===== src/rtl/decomp_bit_aligner_if.sv =====
// Stream, window and decode-step signals between the bit aligner, its word source
// and the length_generator loop.
interface decomp_bit_aligner_if #(
    parameter int IN_W   = 32,
    parameter int LENGTH = 6,
    parameter int WIN_W  = 68
);
    logic [IN_W-1:0]   i_data;
    logic              i_valid;
    logic              i_last;
    logic              o_ready;
    logic [WIN_W-1:0]  o_window;
    logic              o_window_valid;
    logic [LENGTH-1:0] i_length1;
    logic [LENGTH-1:0] i_length2;
    logic              i_consume;
    logic [7:0]        o_bit_count;
    logic              o_err;

    modport slave (
        input  i_data, i_valid, i_last, i_length1, i_length2, i_consume,
        output o_ready, o_window, o_window_valid, o_bit_count, o_err
    );

    modport master (
        output i_data, i_valid, i_last, i_length1, i_length2, i_consume,
        input  o_ready, o_window, o_window_valid, o_bit_count, o_err
    );
endinterface


===== src/rtl/decomp_bit_aligner.sv =====
// MSB-aligned bit buffer: refills 32-bit words and retires length1+length2 bits
// per decode step, both in the same cycle.
module decomp_bit_aligner #(
    parameter int IN_W   = 32,
    parameter int BUF_W  = 128,
    parameter int LENGTH = 6,
    parameter int WIN_W  = 68
) (
    input  logic                   i_clk,
    input  logic                   i_reset,
    decomp_bit_aligner_if.slave    bus
);
    logic [BUF_W-1:0] r_buf;
    logic [7:0]       r_count;
    logic             r_last_seen;
    logic             r_err;

    logic [LENGTH:0]  w_total;
    logic             w_ready;
    logic             w_win_valid;
    logic             w_acc;
    logic             w_con;
    logic             w_over;
    logic [7:0]       w_ret;
    logic [7:0]       w_off;
    logic [BUF_W-1:0] w_ins;
    logic [BUF_W-1:0] w_next_buf;
    logic [7:0]       w_next_count;

    assign w_total     = {1'b0, bus.i_length1} + {1'b0, bus.i_length2};
    // Admitting only at count <= BUF_W-IN_W guarantees the word fits even with no retire.
    assign w_ready     = !i_reset && !r_last_seen && (r_count <= 8'(BUF_W - IN_W));
    assign w_win_valid = (r_count >= 8'(WIN_W)) || (r_last_seen && r_count != 8'd0);
    assign w_acc       = bus.i_valid && w_ready;
    assign w_con       = bus.i_consume && w_win_valid;
    assign w_over      = 8'(w_total) > r_count;
    assign w_ret       = w_con ? (w_over ? r_count : 8'(w_total)) : 8'd0;
    assign w_off       = r_count - w_ret;
    assign w_ins       = w_acc ? ({bus.i_data, {(BUF_W-IN_W){1'b0}}} >> w_off) : '0;
    assign w_next_buf  = (r_buf << w_ret) | w_ins;
    assign w_next_count = w_off + (w_acc ? 8'(IN_W) : 8'd0);

    always_ff @(posedge i_clk) begin
        if (i_reset) begin
            r_buf       <= '0;
            r_count     <= 8'd0;
            r_last_seen <= 1'b0;
            r_err       <= 1'b0;
        end else begin
            r_buf   <= w_next_buf;
            r_count <= w_next_count;
            if (w_con && w_over)
                r_err <= 1'b1;
            // Draining to empty re-opens the input for the next block.
            if (r_last_seen && w_next_count == 8'd0)
                r_last_seen <= 1'b0;
            else if (w_acc && bus.i_last)
                r_last_seen <= 1'b1;
        end
    end

    assign bus.o_ready        = w_ready;
    assign bus.o_window       = r_buf[BUF_W-1 -: WIN_W];
    assign bus.o_window_valid = w_win_valid;
    assign bus.o_bit_count    = r_count;
    assign bus.o_err          = r_err;
endmodule


===== src/flat_wrapper.sv =====
// flat-port wrapper written by rule: the top's interface ports become plain ports
module decomp_bit_aligner_flat 
#(
    parameter int IN_W   = 32,
    parameter int BUF_W  = 128,
    parameter int LENGTH = 6,
    parameter int WIN_W  = 68
)
  (i_clk, i_reset, bus_i_data, bus_i_valid, bus_i_last, bus_i_length1, bus_i_length2, bus_i_consume, bus_o_ready, bus_o_window, bus_o_window_valid, bus_o_bit_count, bus_o_err);
  decomp_bit_aligner_if #(.IN_W(IN_W), .LENGTH(LENGTH), .WIN_W(WIN_W)) bus_i ();
  input  logic i_clk;
  input  logic i_reset;
  input wire logic [$bits(bus_i.i_data)-1:0] bus_i_data;
  input wire logic [$bits(bus_i.i_valid)-1:0] bus_i_valid;
  input wire logic [$bits(bus_i.i_last)-1:0] bus_i_last;
  input wire logic [$bits(bus_i.i_length1)-1:0] bus_i_length1;
  input wire logic [$bits(bus_i.i_length2)-1:0] bus_i_length2;
  input wire logic [$bits(bus_i.i_consume)-1:0] bus_i_consume;
  output wire logic [$bits(bus_i.o_ready)-1:0] bus_o_ready;
  output wire logic [$bits(bus_i.o_window)-1:0] bus_o_window;
  output wire logic [$bits(bus_i.o_window_valid)-1:0] bus_o_window_valid;
  output wire logic [$bits(bus_i.o_bit_count)-1:0] bus_o_bit_count;
  output wire logic [$bits(bus_i.o_err)-1:0] bus_o_err;
  assign bus_i.i_data = bus_i_data;
  assign bus_i.i_valid = bus_i_valid;
  assign bus_i.i_last = bus_i_last;
  assign bus_i.i_length1 = bus_i_length1;
  assign bus_i.i_length2 = bus_i_length2;
  assign bus_i.i_consume = bus_i_consume;
  assign bus_o_ready = bus_i.o_ready;
  assign bus_o_window = bus_i.o_window;
  assign bus_o_window_valid = bus_i.o_window_valid;
  assign bus_o_bit_count = bus_i.o_bit_count;
  assign bus_o_err = bus_i.o_err;
  decomp_bit_aligner #(.IN_W(IN_W), .BUF_W(BUF_W), .LENGTH(LENGTH), .WIN_W(WIN_W)) u_core (.i_clk(i_clk), .i_reset(i_reset), .bus(bus_i));
endmodule

===== config.mk =====
export PLATFORM = sky130hd
export DESIGN_NAME = decomp_bit_aligner_flat
export DESIGN_NICKNAME = d
export VERILOG_FILES = /design/src/rtl/decomp_bit_aligner_if.sv /design/src/rtl/decomp_bit_aligner.sv /design/src/flat_wrapper.sv
export SDC_FILE = /design/constraint.sdc
export NUM_CORES = 1
export LEC_CHECK = 0
export CORE_MARGIN = 2
export CORE_UTILIZATION = 35
export CTS_CLUSTER_DIAMETER = 50
export DETAILED_ROUTE_END_ITERATION = 10
export GPL_ROUTABILITY_DRIVEN = 1
export PLACE_DENSITY = 0.56
export SLEW_MARGIN = 30
export SYNTH_ARGS = -nofsm -noshare
export SYNTH_HDL_FRONTEND = slang
export SYNTH_SLANG_ARGS = --single-unit

===== constraint.sdc =====
create_clock -name i_clk -period 10.3 [get_ports i_clk]
set_clock_uncertainty 0.2 [all_clocks]
set_input_delay 2.575 -clock i_clk [delete_from_list [all_inputs] [get_ports i_clk]]
set_output_delay 2.575 -clock i_clk [all_outputs]
set_load 0.02 [all_outputs]

* Word-level counts from Yosys, hierarchy flattened
Cells that the tools add are included.
** Storage, ports and cells
- Flip-flop bits (word level) :: 138
- Bits in latches :: 0
- Memory bits (writable) :: 0
- Memory bits (read-only) :: 0
- Bits of input ports :: 49
- Output and inout bits :: 79
- Logic and storage cells :: 31
- Memories :: 0
** Cells by class
- Add/subtract/negate cells :: 3
- $mul :: 0
- Div/mod/pow operators :: 0
- Magnitude comparators :: 3
- Eq/ne operators :: 0
- Shift-type cells :: 2
- Multiplexer cells :: 4
- Bitwise logic cells :: 1
- Reductions and logical operators :: 14
** Operators by type and width (number)
- $mux 128 :: 1
- $or 128x128->128 :: 1
- $shl 128x8->128 :: 1
- $shr 128x8->128 :: 1
- $mux 8 :: 2
- $add 8x8->8 :: 1
- $ge 8x7->1 const B :: 1
- $gt 7x8->1 :: 1
- $le 8x7->1 const B :: 1
- $logic_and 1x1->1 :: 8
- $logic_not 8->1 :: 1
- $reduce_bool 8->1 :: 1
- $sub 8x8->8 :: 1
- $add 6x6->7 :: 1
- $mux 6 :: 1
- $logic_not 1->1 :: 2
- $reduce_or 2->1 :: 1
- $logic_or 1x1->1 :: 1

* Logic depth before layout (Yosys ltp)
- Depth after elaboration :: 10
- Mapped depth :: 31
- Mapped depth without buffers :: 26

* Worst setup path after synthesis
Ideal clock, no wire load.
- Path kind :: input to register
- Start point :: input port bus_i_length2[0]
- End point :: register u_core.r_buf[65]
- Library setup time :: 135 ps
- Arrival time :: 9292 ps
- Required time :: 9965 ps
- Path slack :: 672 ps
- Stages on the path :: 28
- Path buffers :: 9
- Path through :: ha_1 fa_1 xnor2_1 clkbuf_1 clkbuf_1 inv_1 ha_1 nand4_1 or2_1 and3_1 o41ai_4 inv_2 buf_2 buf_4 buf_2 buf_2 ha_1 fa_1 clkbuf_1 clkbuf_1 clkbuf_1 mux4_2 mux2i_1 mux2i_1 mux2i_1 o21ai_0 a22oi_1 o32ai_1
** Between the ends
- Cells in the longest elaborated chain, start to end :: 8
- Elaborated cells between the ends (all ways) :: 9
- Those cells by class :: add/sub (2); order compare (1); shift (2); mux (3); bitwise (1)
** Ends and longest elaborated chain
- start, declared :: line flat_wrapper.sv:17 : input wire logic [$bits(bus_i.i_length2)-1:0] bus_i_length2;
- $add 6x6->7 * :: line decomp_bit_aligner.sv:30 : assign w_total = {1'b0, bus.i_length1} + {1'b0, bus.i_length2};
- $gt 7x8->1 :: line decomp_bit_aligner.sv:36 : assign w_over = 8'(w_total) > r_count;
- $mux 8 * (2 in series) :: line decomp_bit_aligner.sv:37 : assign w_ret = w_con ? (w_over ? r_count : 8'(w_total)) : 8'd0;
- $sub 8x8->8 :: line decomp_bit_aligner.sv:38 : assign w_off = r_count - w_ret;
- $shr 128x8->128 :: line decomp_bit_aligner.sv:39 : assign w_ins = w_acc ? ({bus.i_data, {(BUF_W-IN_W){1'b0}}} >> w_off) : '0;
- $mux 128 :: line decomp_bit_aligner.sv:39
- $or 128x128->128 * :: line decomp_bit_aligner.sv:40 : assign w_next_buf = (r_buf << w_ret) | w_ins;
- end signal, assigned :: line decomp_bit_aligner.sv:50 : r_buf <= w_next_buf;
- end, declared :: line decomp_bit_aligner.sv:13 : logic [BUF_W-1:0] r_buf;
Every way passes the cells marked *; elsewhere a longest branch is shown, timed or not.
A chain may end at the register's enable or synchronous reset.

* Worst setup path after layout
- Start point :: input port bus_i_length2[2]
- End point :: register u_core.r_buf[35]
Same word-level chain as after synthesis.

==> out/results.tsv <==
stage	metric	value	unit
sta	Fin Setup TNS	0	ps
sta	Tcrit/Tclk final	0.9396	
detailed_routing	via/cell ratio	7.040	
synthesis	Post-synth top cells	402 x mux2i_1, 281 x nand2_1, 192 x nor2_1	
global_routing	vias in the first global route	20470	
global_routing	GRT Residual Overflow	0	
clocking	largest buffer count on any clock path	2	
floorplan	Initial Utilization	0.3524	
worst_hold_path	HP Class	reg -> reg	
critical_path	critical path required time	10560	ps
flow_run	MaxCap Viol Count	0	
placed_design	HPWL after DPL	95.11	mm
global_routing	most crowded layer after global routing	met2	
floorplan	num rows	84	
detailed_routing	final WL	123.5	mm
status	outcome	completed	
sta	Final Setup Violations	0	
synthesis	top-count cell post-synth	mux2i_1	
clocking	Sink Count	138	
detailed_routing	post-route ant nets	0	
floorplan	I/O Pins	128	
synthesis	synthesized area	18440	um2
clocking	Clock Tree Root	clkbuf_16	
critical_path	Critical Path Source Type	primary input	
clocking	Post-CTS Repair Setup Buffers	0	
global_routing	GR met2 Demand/Resource	0.6403	
sta	RSZ-0062 raised after global routing	no	
worst_hold_path	min-delay src	u_core.bus.o_err	
synthesis	YS warnings	0	
critical_path	crit-path max cell delay	720	ps
placed_design	placer congestion estimate	1.018	
sta	Final Hold Viols	0	
synthesis	Synth area leaders	mux2i_1 22%, dfxtp_1 15%, nand2_1 5.7%	
synthesis	Async S/R FF share, synth	0	
sta	Slew Limit Fails	0	
sta	Relative slew margins	0.2472	
critical_path	critical path's top delay family	compound AO/OA/AOI/OAI gates	
clocking	Reg clk slew, reported paths	70	ps
critical_path	Arr. time, crit path	9940	ps
critical_path	R2R Setup Slk	3710	ps
detailed_routing	# DRC	0	
clocking	cts bufs inserted	17	
global_routing	initial antenna violation count	15	
global_routing	largest net degree at the start of global routing	131	
critical_path	CP Capture Type	flop	
detailed_routing	Via Count	22110	
critical_path	Max Fanout on Critical Path	28	
worst_hold_path	worst hold endpoint	u_core.bus.o_err	
synthesis	most common flop cell mapped by yosys	dfxtp_1	
worst_hold_path	Hold Path Stages	2	
synthesis	Syn Area/Cell	7.631	um2
critical_path	R2R cell count	21	
critical_path	Worst Path Class, Setup	in -> reg	
global_routing	gr usage total	0.4467	
sta	Worst-Margin Slew	1125	ps
global_routing	met3 Use GR	0.1296	
final_layout	NumNets Final	2504	
synthesis	cells after synthesis	2417	
critical_path	Critical-path top delay cell	fa_2	
sta	fmax	103.3	MHz
global_routing	met1 usage	0.5829	
synthesis	post-synth net total	2490	
detailed_routing	per-cell routed wire length	39.32	um
synthesis	top cell type's share of synthesized area	0.2182	
floorplan	core area	52340	um2
placed_design	port buffer count	127	
clocking	CTS tree	built	
critical_path	worst flop-to-flop path endpoint	u_core.r_buf[35]	
critical_path	cell mode on critical path	buf_4	
synthesis	number of synthesized flops with an enable pin	0	
floorplan	Vert. Die Dim	233.6	um
critical_path	r2r startpoint	u_core.bus.o_bit_count[6]	
sta	crit path time final	9678	ps
global_routing	global-route wire length before repair	168.3	mm
clocking	CTS H-Tree Depth	4	
detailed_routing	1st-iter DRT viols	3431	
synthesis	Synth cell types	91	
detailed_routing	drt pass-1 iters	8	
synthesis	Seq/Total Area, Yosys	0.1498	
clocking	clock latency at the later pin of the worst-skew pair	520	ps
floorplan	die area	54550	um2
clocking	post_cts resized	0	
clocking	hold buffers post-CTS	0	
synthesis	post-synth top area cell	mux2i_1	
synthesis	#FFs+latches synth	138	
final_layout	Synth-to-Final Area Change	13.62	%
critical_path	WP buf/inv	7	
floorplan	DIE WIDTH	233.6	um
final_layout	fraction of layout cells with a size suffix above 1	0.1223	
cell type report:
class / count / area [um2]
clock inverter: 13 / 146.4
clock buffer: 19 / 432.9
sequential: 138 / 2763
fill: 5559 / 31380
timing repair buffer: 274 / 2485
multi-input combinational: 1938 / 14000
inverter: 62 / 245.2
antenna: 8 / 20.02
tap: 688 / 860.8
through the flow:
| step | util | instances | hold slack (ps) | worst slack [ps] | instance area (um2) |
|---|---|---|---|---|---|
| detailed placement | 0.3888 | 3100 | 290.4 | 264.7 | 20350 |
| global route | 0.4001 | 3133 | 352.6 | 421.6 | 20940 |
| floorplan | - | 2417 | 334.6 | 672.3 | 18440 |
| CTS | 0.3999 | 3132 | 308.1 | 784.1 | 20930 |
| global placement | 0.3887 | 3100 | 272.9 | 361.4 | 20350 |
| finish | 0.4004 | 3140 | 303.4 | 622.3 | 20960 |
per-layer routing:
metal	vias to the layer above	routed length, um
met5	-	92
met4	16	8938
met3	338	13640
met2	1593	50560
met1	10970	50220
li1	9188	-
how the worst max path moves through the flow:
| stage | startpoint | slack [ps] | cells past startpoint | to |
|---|---|---|---|---|
| floorplan | bus_i_length2[0] | 670 | 28 | u_core.r_buf[65] |
| global placement | bus_i_length2[2] | 360 | 25 | u_core.r_buf[35] |
| detailed placement | bus_i_length2[2] | 260 | 25 | u_core.r_buf[35] |
| CTS | bus_i_length2[2] | 780 | 25 | u_core.r_buf[35] |
| global route | bus_i_length2[2] | 420 | 25 | u_core.r_buf[35] |
| finish | bus_i_length2[2] | 620 | 25 | u_core.r_buf[35] |
sequential cells by signal (all words and copies together), names as in the netlist:
name                    cells
u_core.bus.o_bit_count      8
u_core.r_last_seen          1
u_core.r_buf              128
u_core.bus.o_err            1
worst reg2reg max path, cell delays in order (launching register included):
cell      delay, ps
dfxtp_1         580
inv_1           100
ha_1            340
o21bai_1        340
nor2_1          100
and3_1          230
o41ai_4         440
inv_6            90
ha_2            220
fa_2            720
buf_12          230
inv_1           100
o41ai_1         700
buf_4           290
o21ai_0          90
buf_4           170
o21ai_0         410
nand2_1         100
o31ai_1         120
nand2_1         270
a21oi_1         490
buf_4           200
cells in the final DEF (no fill, tap or decap), types with 20 or more instances in the layout:
cell	synthesis	layout
mux2i_1	402	402
nand2_1	281	279
nor2_1	192	185
a21oi_1	148	148
buf_4	80	139
dfxtp_1	138	138
clkdlybuf4s50_1	0	126
a22oi_1	85	85
o21ai_0	81	81
a211oi_1	63	63
inv_1	56	54
mux2_2	51	50
nand3_1	47	47
a2111oi_0	44	43
o22ai_1	40	40
nor3_1	39	39
a31oi_1	28	28
a32oi_1	25	25
ha_1	22	21
o211ai_1	20	20
mux4_2	20	20
cell families (layout without fill, tap and decap cells):
kind of cell / after synthesis / count (layout) / share of synthesized area
buf+inv: 341 / 368 / 0.09660
simple gates: 654 / 654 / 0.1543
flops: 138 / 138 / 0.1498
other cells: 0 / 8 / 0
compound gates: 777 / 777 / 0.3024
mux: 476 / 476 / 0.2764
xor+xnor: 7 / 7 / 0.003324
fa+ha+maj: 24 / 24 / 0.01710
Power is left out: the tool's default activity adds up to more than one toggle a clock period on the data nets, which glitch-free logic cannot reach.
